`src/rtl/arbitro_ram.sv`:
```
// arbitro_ram: two-requester round-robin arbiter in front of a single-port
// RAM with a combinational read port and a level-sensitive write strobe.
// One transaction at a time: IDLE -> ACCESS -> DONE -> IDLE (3 cycles min).
// Every output toward the RAM and toward the requesters comes from a flop,
// so there is no combinational path from requester inputs to the RAM.

module arbitro_ram #(
    parameter int m = 8
) (
    input  logic         clk,
    input  logic         rst_n,
    // requester A (CPU)
    input  logic         req_a,
    input  logic         we_a,
    input  logic [m-1:0] addr_a,
    input  logic [m-1:0] wdata_a,
    output logic [m-1:0] rdata_a,
    output logic         ack_a,
    // requester B (loader / DMA)
    input  logic         req_b,
    input  logic         we_b,
    input  logic [m-1:0] addr_b,
    input  logic [m-1:0] wdata_b,
    output logic [m-1:0] rdata_b,
    output logic         ack_b,
    // RAM side
    output logic         ram_le,
    output logic [m-1:0] ram_addr,
    output logic [m-1:0] ram_wdata,
    input  logic [m-1:0] ram_rdata,
    // status
    output logic         busy
);

    typedef enum logic [1:0] {
        ST_IDLE   = 2'd0,
        ST_ACCESS = 2'd1,
        ST_DONE   = 2'd2
    } state_t;

    state_t         state_r;
    state_t         state_next_s;

    // arbitration result for the current IDLE cycle
    logic           any_req_s;
    logic           win_b_s;
    logic           win_we_s;
    logic [m-1:0]   win_addr_s;
    logic [m-1:0]   win_wdata_s;

    // latched transaction
    logic           grant_b_r;    // 1: transaction in flight belongs to B
    logic           last_b_r;     // 1: B was granted most recently
    logic           we_lat_r;
    logic [m-1:0]   addr_lat_r;
    logic [m-1:0]   wdata_lat_r;

    // registered outputs
    logic           ram_le_r;
    logic           ack_a_r;
    logic           ack_b_r;
    logic           busy_r;
    logic [m-1:0]   rdata_a_r;
    logic [m-1:0]   rdata_b_r;

    // Round-robin pick: a lone request wins; on a tie the requester that was
    // not granted last time wins. The winner's command is muxed out here.
    always_comb begin
        any_req_s   = req_a | req_b;
        win_b_s     = 1'b0;
        win_we_s    = we_a;
        win_addr_s  = addr_a;
        win_wdata_s = wdata_a;
        if (req_a && req_b) begin
            win_b_s = ~last_b_r;
        end else if (req_b) begin
            win_b_s = 1'b1;
        end else begin
            win_b_s = 1'b0;
        end
        if (win_b_s) begin
            win_we_s    = we_b;
            win_addr_s  = addr_b;
            win_wdata_s = wdata_b;
        end else begin
            win_we_s    = we_a;
            win_addr_s  = addr_a;
            win_wdata_s = wdata_a;
        end
    end

    // Next-state logic: ACCESS and DONE each last exactly one cycle.
    always_comb begin
        state_next_s = state_r;
        case (state_r)
            ST_IDLE: begin
                if (any_req_s) begin
                    state_next_s = ST_ACCESS;
                end else begin
                    state_next_s = ST_IDLE;
                end
            end
            ST_ACCESS: state_next_s = ST_DONE;
            ST_DONE:   state_next_s = ST_IDLE;
            default:   state_next_s = ST_IDLE;
        endcase
    end

    // State register.
    always_ff @(posedge clk or negedge rst_n) begin
        if (!rst_n) begin
            state_r <= ST_IDLE;
        end else begin
            state_r <= state_next_s;
        end
    end

    // Capture the winning command when a transaction starts; afterwards the
    // requester inputs are ignored until the next IDLE cycle.
    always_ff @(posedge clk or negedge rst_n) begin
        if (!rst_n) begin
            grant_b_r   <= 1'b0;
            last_b_r    <= 1'b1;   // A wins the first tie after reset
            we_lat_r    <= 1'b0;
            addr_lat_r  <= {m{1'b0}};
            wdata_lat_r <= {m{1'b0}};
        end else if ((state_r == ST_IDLE) && any_req_s) begin
            grant_b_r   <= win_b_s;
            last_b_r    <= win_b_s;
            we_lat_r    <= win_we_s;
            addr_lat_r  <= win_addr_s;
            wdata_lat_r <= win_wdata_s;
        end
    end

    // Write strobe, acks and busy are computed one cycle ahead so that they
    // line up with ACCESS / DONE while still coming straight from flops.
    always_ff @(posedge clk or negedge rst_n) begin
        if (!rst_n) begin
            ram_le_r <= 1'b0;
            ack_a_r  <= 1'b0;
            ack_b_r  <= 1'b0;
            busy_r   <= 1'b0;
        end else begin
            ram_le_r <= (state_r == ST_IDLE) && any_req_s && win_we_s;
            ack_a_r  <= (state_r == ST_ACCESS) && !grant_b_r;
            ack_b_r  <= (state_r == ST_ACCESS) && grant_b_r;
            busy_r   <= (state_next_s != ST_IDLE);
        end
    end

    // Read data: sampled from the RAM at the end of ACCESS for the granted
    // requester only; writes leave both read registers untouched.
    always_ff @(posedge clk or negedge rst_n) begin
        if (!rst_n) begin
            rdata_a_r <= {m{1'b0}};
            rdata_b_r <= {m{1'b0}};
        end else if ((state_r == ST_ACCESS) && !we_lat_r) begin
            if (grant_b_r) begin
                rdata_b_r <= ram_rdata;
            end else begin
                rdata_a_r <= ram_rdata;
            end
        end
    end

    assign ram_le    = ram_le_r;
    assign ram_addr  = addr_lat_r;
    assign ram_wdata = wdata_lat_r;
    assign ack_a     = ack_a_r;
    assign ack_b     = ack_b_r;
    assign busy      = busy_r;
    assign rdata_a   = rdata_a_r;
    assign rdata_b   = rdata_b_r;

    arbitro_ram_chk u_chk (
        .clk    (clk),
        .rst_n  (rst_n),
        .ack_a  (ack_a_r),
        .ack_b  (ack_b_r),
        .ram_le (ram_le_r),
        .busy   (busy_r)
    );

endmodule

// Protocol checker for arbitro_ram: observation only, drives nothing.
module arbitro_ram_chk (
    input logic clk,
    input logic rst_n,
    input logic ack_a,
    input logic ack_b,
    input logic ram_le,
    input logic busy
);

    a_ack_exclusive: assert property (@(posedge clk) disable iff (!rst_n)
        !(ack_a && ack_b));

    a_le_only_when_busy: assert property (@(posedge clk) disable iff (!rst_n)
        ram_le |-> busy);

    a_ack_only_when_busy: assert property (@(posedge clk) disable iff (!rst_n)
        (ack_a || ack_b) |-> busy);

    a_le_single_cycle: assert property (@(posedge clk) disable iff (!rst_n)
        ram_le |=> !ram_le);

endmodule

```
`config.mk`:
```
export PLATFORM = sky130hd
export DESIGN_NAME = arbitro_ram
export DESIGN_NICKNAME = d
export VERILOG_FILES = /design/src/rtl/arbitro_ram.sv
export SDC_FILE = /design/constraint.sdc
export NUM_CORES = 1
export LEC_CHECK = 0
export CAP_MARGIN = 20
export CELL_PAD_IN_SITES_DETAIL_PLACEMENT = 1
export CELL_PAD_IN_SITES_GLOBAL_PLACEMENT = 1
export CORE_UTILIZATION = 32
export CTS_BUF_LIST = sky130_fd_sc_hd__clkbuf_8 sky130_fd_sc_hd__clkbuf_16
export DETAILED_ROUTE_END_ITERATION = 7
export GPL_TIMING_DRIVEN = 0
export HOLD_SLACK_MARGIN = 0.12
export PLACE_DENSITY = 0.82
export SYNTH_ARGS = -nofsm -noshare
export SYNTH_HDL_FRONTEND = slang
export SYNTH_SLANG_ARGS = --single-unit
```
`constraint.sdc`:
```
create_clock -name clk -period 2.2 [get_ports clk]
set_input_delay 0.33 -clock clk [delete_from_list [all_inputs] [get_ports clk]]
set_output_delay 0.33 -clock clk [all_outputs]
set_load 0.05 [all_outputs]
```
# ---- Yosys cells after proc, flatten, opt, wreduce, memory -nomap -nowiden
# Index checks and enable logic that the tools add are counted.
dict set report classes {
  eq_ne 1
  muxes 7
  n_bitwise 3
  n_reduce_logical 12
}
# operator n
set op_table {}
lappend op_table {{2-to-1 mux 8 bit} 2}
lappend op_table {{logical AND 1 bit} 6}
lappend op_table {{2-to-1 mux 1 bit} 4}
lappend op_table {{one-hot mux 2 bit (2 select lines)} 1}
lappend op_table {{AND reduction 2 bit} 2}
lappend op_table {{== test 2 x 1 -> 1 bit, second input constant} 1}
lappend op_table {{zero test 1 bit} 2}
lappend op_table {{zero test 2 bit} 1}
lappend op_table {{inverter 1 bit} 2}
lappend op_table {{nonzero test 2 bit} 1}
lappend op_table {{OR 1 bit} 1}
dict set report word_totals {
  reg_bits 41
  input_bits 46
  out_inout_bits 36
  wordCells 35
}

# ---- Longest topological paths before layout
dict set report depth {
  depth_word 4
  ltp_mapped 5
  depth_no_buf 3
}

# ---- Worst setup path before layout
# Ideal clock, no wire load.
dict set report synth_timing {
  kind {reg2reg}
  from {register last_b_r}
  to {register addr_lat_r[0] (netlist: ram_addr[0])}
  setup_time_ps 125
  arrival_time_ps 1422
  required_ps 2075
  path_slack_ps 653
  path_stages_with_launch 6
  path_buffers 2
  period_less_slack_ps 1547
  path_cell_list {dfstp_2 > a21bo_1 > buf_6 > buf_12 > mux2_4 > mux2_4}
}
dict set report synth_via {
  elab_chain_len 3
}
# item line_no
set synth_rtl {}
lappend synth_rtl {{from (decl)} 53} ;# logic last_b_r;
lappend synth_rtl {{from (signal assigned)} 129} ;# last_b_r <= win_b_s;
lappend synth_rtl {{inverter 1 bit} 75} ;# win_b_s = ~last_b_r;
lappend synth_rtl {{2-to-1 mux 1 bit} 74} ;# if (req_a && req_b) begin
lappend synth_rtl {{2-to-1 mux 8 bit} 81} ;# if (win_b_s) begin
lappend synth_rtl {{to (signal assigned)} 125} ;# addr_lat_r <= {m{1'b0}};
lappend synth_rtl {{to (signal assigned)} 131} ;# addr_lat_r <= win_addr_s;
lappend synth_rtl {{to (decl)} 55} ;# logic [m-1:0] addr_lat_r;
# No other way between the ends.
# A chain may end at the register's enable or synchronous reset.

# ---- Worst setup path in the final report
dict set report layout_timing {
  from {register rdata_a_r[4] (netlist: rdata_a[4])}
  to {output port rdata_a[4]}
}
# item line_no
set layout_rtl {}
lappend layout_rtl {{from (decl)} 63} ;# logic [m-1:0] rdata_a_r;
lappend layout_rtl {{from (signal assigned)} 156} ;# rdata_a_r <= {m{1'b0}};
lappend layout_rtl {{from (signal assigned)} 162} ;# rdata_a_r <= ram_rdata;
lappend layout_rtl {{to (decl)} 17} ;# output logic [m-1:0] rdata_a,
# No word-level cell between the ends.

==> results.rst <==
.. list-table::
   :header-rows: 1

   * - Metric
     - Value
   * - Area delta synth->final
     - 54.98%
   * - Outcome
     - completed
   * - Number of synthesized flops with an enable pin
     - 0
   * - Setup repair after global routing missed its margin
     - false
   * - Number of unique standard cell types used by synthesis
     - 15
   * - Proportion of power drawn by flip-flops and latches
     - 29.5%
   * - Congestion Overflow GR
     - 0
   * - Total detailed-routing wirelength
     - 4.396 mm
   * - Clk slew on worst S/H paths
     - 0.08 ns
   * - Worst path buffer plus inverter count
     - 1
   * - Remaining routing DRC violations
     - 0
   * - Critical path capture point type
     - output port
   * - Clock root buffer master
     - sky130_fd_sc_hd__clkbuf_8
   * - Vertical die dimension
     - 76.67 µm
   * - Total placed instance area
     - 2678 µm²
   * - Worst slew margin relative to its limit
     - 38.82%
   * - Worst-Margin Slew
     - 0.9178 ns
   * - Setup Crit Path Kind
     - reg2out
   * - Share of total power in the clock network
     - 10.4%
   * - Area enclosed by the die boundary
     - 5878 µm²
   * - Register bit total from synthesis
     - 41
   * - Clk Latency, worst-skew pair
     - 0.29 ns
   * - Power share of the combinational group
     - 60.1%
   * - Initial core utilization
     - 34.07%
   * - Number of top-level pins
     - 82
   * - Final HPWL from detailed placement
     - 3.312 mm
   * - Proportion of synthesized chip area in sequential cells
     - 57.57%
   * - Last weighted congestion value of the routability-driven placer
     - 0.7356
   * - Top cells by area, synth
     - sky130_fd_sc_hd__dfrtp_1 56%, sky130_fd_sc_hd__mux2_2 21%, sky130_fd_sc_hd__mux2_4 12%
   * - Total clock sinks
     - 41
   * - Top cell types by occurrence after synthesis
     - 40 x sky130_fd_sc_hd__dfrtp_1, 34 x sky130_fd_sc_hd__mux2_2, 14 x sky130_fd_sc_hd__mux2_4
   * - Overall routing resource usage
     - 16.21%
   * - Post-CTS setup-driven buffer insertion count
     - 0
   * - Wire length of the first global-routing pass
     - 7.376 mm
   * - Crit path max-delay cell type
     - sky130_fd_sc_hd__clkdlybuf4s50_1
   * - Internal power
     - 0.002459 W
   * - Gates resized, CTS repair
     - 0
   * - Power density over the cells
     - 1658 nW/µm²
   * - Number of antenna violations at the first check in global routing
     - 0
   * - Clock skew
     - 0.005667 ns
   * - Xor-xnor portion of the synthesized cell area
     - 0%
   * - CTS Buf Count
     - 5
   * - Vias
     - 1240
   * - Share of synthesized cell area in and, or, nand and nor gates
     - 3.226%
   * - Number of nets in the layout
     - 246
   * - Pwr Total
     - 0.004586 W
   * - Via density
     - 4.576
   * - Post-Synthesis Net Count
     - 158
   * - Synthesis Warnings
     - 0
   * - Count of buffers from port buffering
     - 81
   * - Critical-path maximum fanout
     - 2
   * - Combinational family with the most area after synthesis
     - multiplexers
   * - Core Region
     - 5238 µm²
   * - First-pass detailed-route iteration total
     - 3
   * - Synthesized instance count
     - 112
   * - Htree depth
     - 2
   * - Type of element launching the critical path
     - flip-flop
   * - Cell breakdown of the critical path
     - clkdlybuf4s50_1
   * - Post-route cell area
     - 2765 µm²
   * - Min Hold Slack
     - 0.1701 ns
   * - Leakage power
     - 1.184 nW
   * - Clock tree from TritonCTS
     - done
   * - Compound-Gate Fraction of Synth Area
     - 0.5610%
   * - Top-count cell post-synth
     - sky130_fd_sc_hd__dfrtp_1
   * - Fill cell instance count of the final layout
     - 519
   * - Maximum number of pins on one net before global-route repair
     - 42
   * - Share of synthesized registers carrying an async set or reset
     - 100.0%
   * - Switching Power
     - 0.002126 W
   * - Die width
     - 76.67 µm
   * - Portion of netlist area occupied by mux cells
     - 35.48%
   * - Routed length per instance
     - 16.22 µm
   * - Final antenna-violating net count
     - 0
   * - Fraction of final layout cells with drive strength greater than 1
     - 31.34%
   * - Post-synthesis cell type with the largest combined area
     - sky130_fd_sc_hd__dfrtp_1
   * - Critical path required time
     - 1.87 ns
   * - Fraction of the mapped netlist area in adder cells
     - 0%
   * - Maximum clock path buffer count
     - 2
   * - Number of global-route vias before repair
     - 1471
   * - Peak supply drop
     - 0.0009905 V
   * - Final Slew Violations
     - 0
   * - Mean Syn Cell Area
     - 15.93 µm²
   * - Combined area of all synthesized cells
     - 1784 µm²
   * - Row Count
     - 26
   * - Count of placed standard cells in the final layout, fillers left out
     - 271
   * - Net Sw Frac
     - 46.37%
   * - Max frequency
     - 551.8 MHz
   * - Antenna cells
     - 0
   * - Hold buffers post-CTS
     - 0
   * - Number of hold-slack violations in the final timing report
     - 0
   * - Main flop type after synthesis
     - sky130_fd_sc_hd__dfrtp_1
   * - Placed Cells incl. Taps
     - 263
   * - Worst min-delay path class
     - in2async
   * - Proportion of netlist area held by the largest area contributor
     - 56.10%
   * - Worst path max stage delay
     - 0.83 ns
   * - Max-capacitance violation count
     - 0
   * - Critical path's top delay family
     - buffers and inverters
   * - Worst path arrival time
     - 1.48 ns
   * - Final number of setup-violating endpoints
     - 0
   * - Min Tclk post-route
     - 1.812 ns
   * - Iteration-0 DRC Markers
     - 15
   * - Fraction of the cycle the final worst path needs
     - 82.37%
layout by cell type (no fill, tap or decap):
cell | netlist | routed
sky130_fd_sc_hd__buf_6 | 1 | 1
sky130_fd_sc_hd__clkdlybuf4s50_1 | 0 | 80
sky130_fd_sc_hd__clkinvlp_4 | 0 | 2
sky130_fd_sc_hd__dfrtp_1 | 40 | 40
sky130_fd_sc_hd__nor3_1 | 2 | 2
sky130_fd_sc_hd__nand2b_1 | 1 | 1
sky130_fd_sc_hd__nor3_2 | 2 | 2
sky130_fd_sc_hd__inv_1 | 4 | 5
sky130_fd_sc_hd__nor2b_1 | 1 | 1
sky130_fd_sc_hd__nor2_1 | 4 | 4
sky130_fd_sc_hd__mux2_4 | 14 | 14
sky130_fd_sc_hd__buf_12 | 1 | 1
sky130_fd_sc_hd__mux2_2 | 34 | 34
sky130_fd_sc_hd__buf_2 | 2 | 3
sky130_fd_sc_hd__mux2i_1 | 4 | 4
sky130_fd_sc_hd__a21bo_1 | 1 | 1
sky130_fd_sc_hd__dfstp_2 | 1 | 1
sky130_fd_sc_hd__clkbuf_8 | 0 | 5
stage by stage:
stage	worst slack [ns]	TNS, ns	util (%)
6_report	0.3878	0	52.80
3_5_place_dp	0.1417	0	51.12
4_1_cts	0.3604	0	52.80
3_3_place_gp	-0.1358	-5.364	51.22
2_1_floorplan	0.6530	0	-
5_1_grt	0.2885	0	52.80
area by class of cell:
| type | count | area (µm²) | area share [%] |
|---|---|---|---|
| sequential | 41 | 1027 | 37.15 |
| timing repair buffer | 81 | 805.8 | 29.14 |
| multi-input combinational | 63 | 700.7 | 25.34 |
| tap | 70 | 87.58 | 3.167 |
| clock buffer | 5 | 68.82 | 2.489 |
| buffer | 4 | 41.29 | 1.493 |
| clock inverter | 3 | 18.77 | 0.6787 |
| inverter | 4 | 15.01 | 0.5430 |
power groups by stage:
stage | Clock (W) | Sequential [W] | Combinational (W)
finish | 0.000477 | 0.00135 | 0.00276
global route | 0.000533 | 0.00141 | 0.00289
CTS | 0.000500 | 0.00136 | 0.00279
detailed placement | 0 | 0.00137 | 0.00278
global placement | 0 | 0.00133 | 0.00273
floorplan | 0 | 0.00250 | 0.000699
flip-flops by register name (all words and copies together), names as in the netlist:
register,count
ram_addr,8
ram_wdata,8
rdata_a,8
rdata_b,8
state_r,2
ack_a,1
ack_b,1
busy,1
grant_b_r,1
last_b_r,1
ram_le,1
we_lat_r,1
kinds of logic (layout without fill, tap and decap cells):
family	count (synthesis)	count (layout)
buffers and inverters	8	97
multiplexers	52	52
AO/OA/AOI/OAI	1	1
flip-flops	41	41
AND/OR/NAND/NOR	10	10
worst register-to-register path, cell delays in order (launching register included):
cell                       delay [ns]
sky130_fd_sc_hd__dfrtp_1         0.41
sky130_fd_sc_hd__nand2b_1        0.24
sky130_fd_sc_hd__nor3_2          0.59
sky130_fd_sc_hd__mux2_2          0.41
path summary, 6_finish.rpt:
| check | depth (start not counted) | endpoint | start | slack, ns |
|---|---|---|---|---|
| worst max-delay path | 1 | rdata_a[4] | rdata_a[4]$_DFFE_PN0P_ | 0.39 |
| worst min-delay path | 1 | rdata_a[3]$_DFFE_PN0P_ | rst_n | 0.17 |
| worst max register to register | 3 | rdata_a[5]$_DFFE_PN0P_ | state_r[1]$_DFF_PN0_ | 0.44 |
| worst min register to register | 1 | busy$_DFF_PN0_ | state_r[1]$_DFF_PN0_ | 0.48 |
| max in group asynchronous | 1 | ram_addr[0]$_DFFE_PN0P_ | rst_n | 1.45 |
| min in group clk | 1 | busy$_DFF_PN0_ | state_r[1]$_DFF_PN0_ | 0.48 |
per-layer routing:
layer  track usage, %  vias to the layer above  part of all wire, %
li1                 -                      562                    -
met3            5.714                        2                  7.4
met2            30.63                       50                   56
met1            17.02                      626                   36
met4            3.462                        0                 0.39
met5                0                        -                    0
No activity file was read; power rests on OpenSTA's default activity.
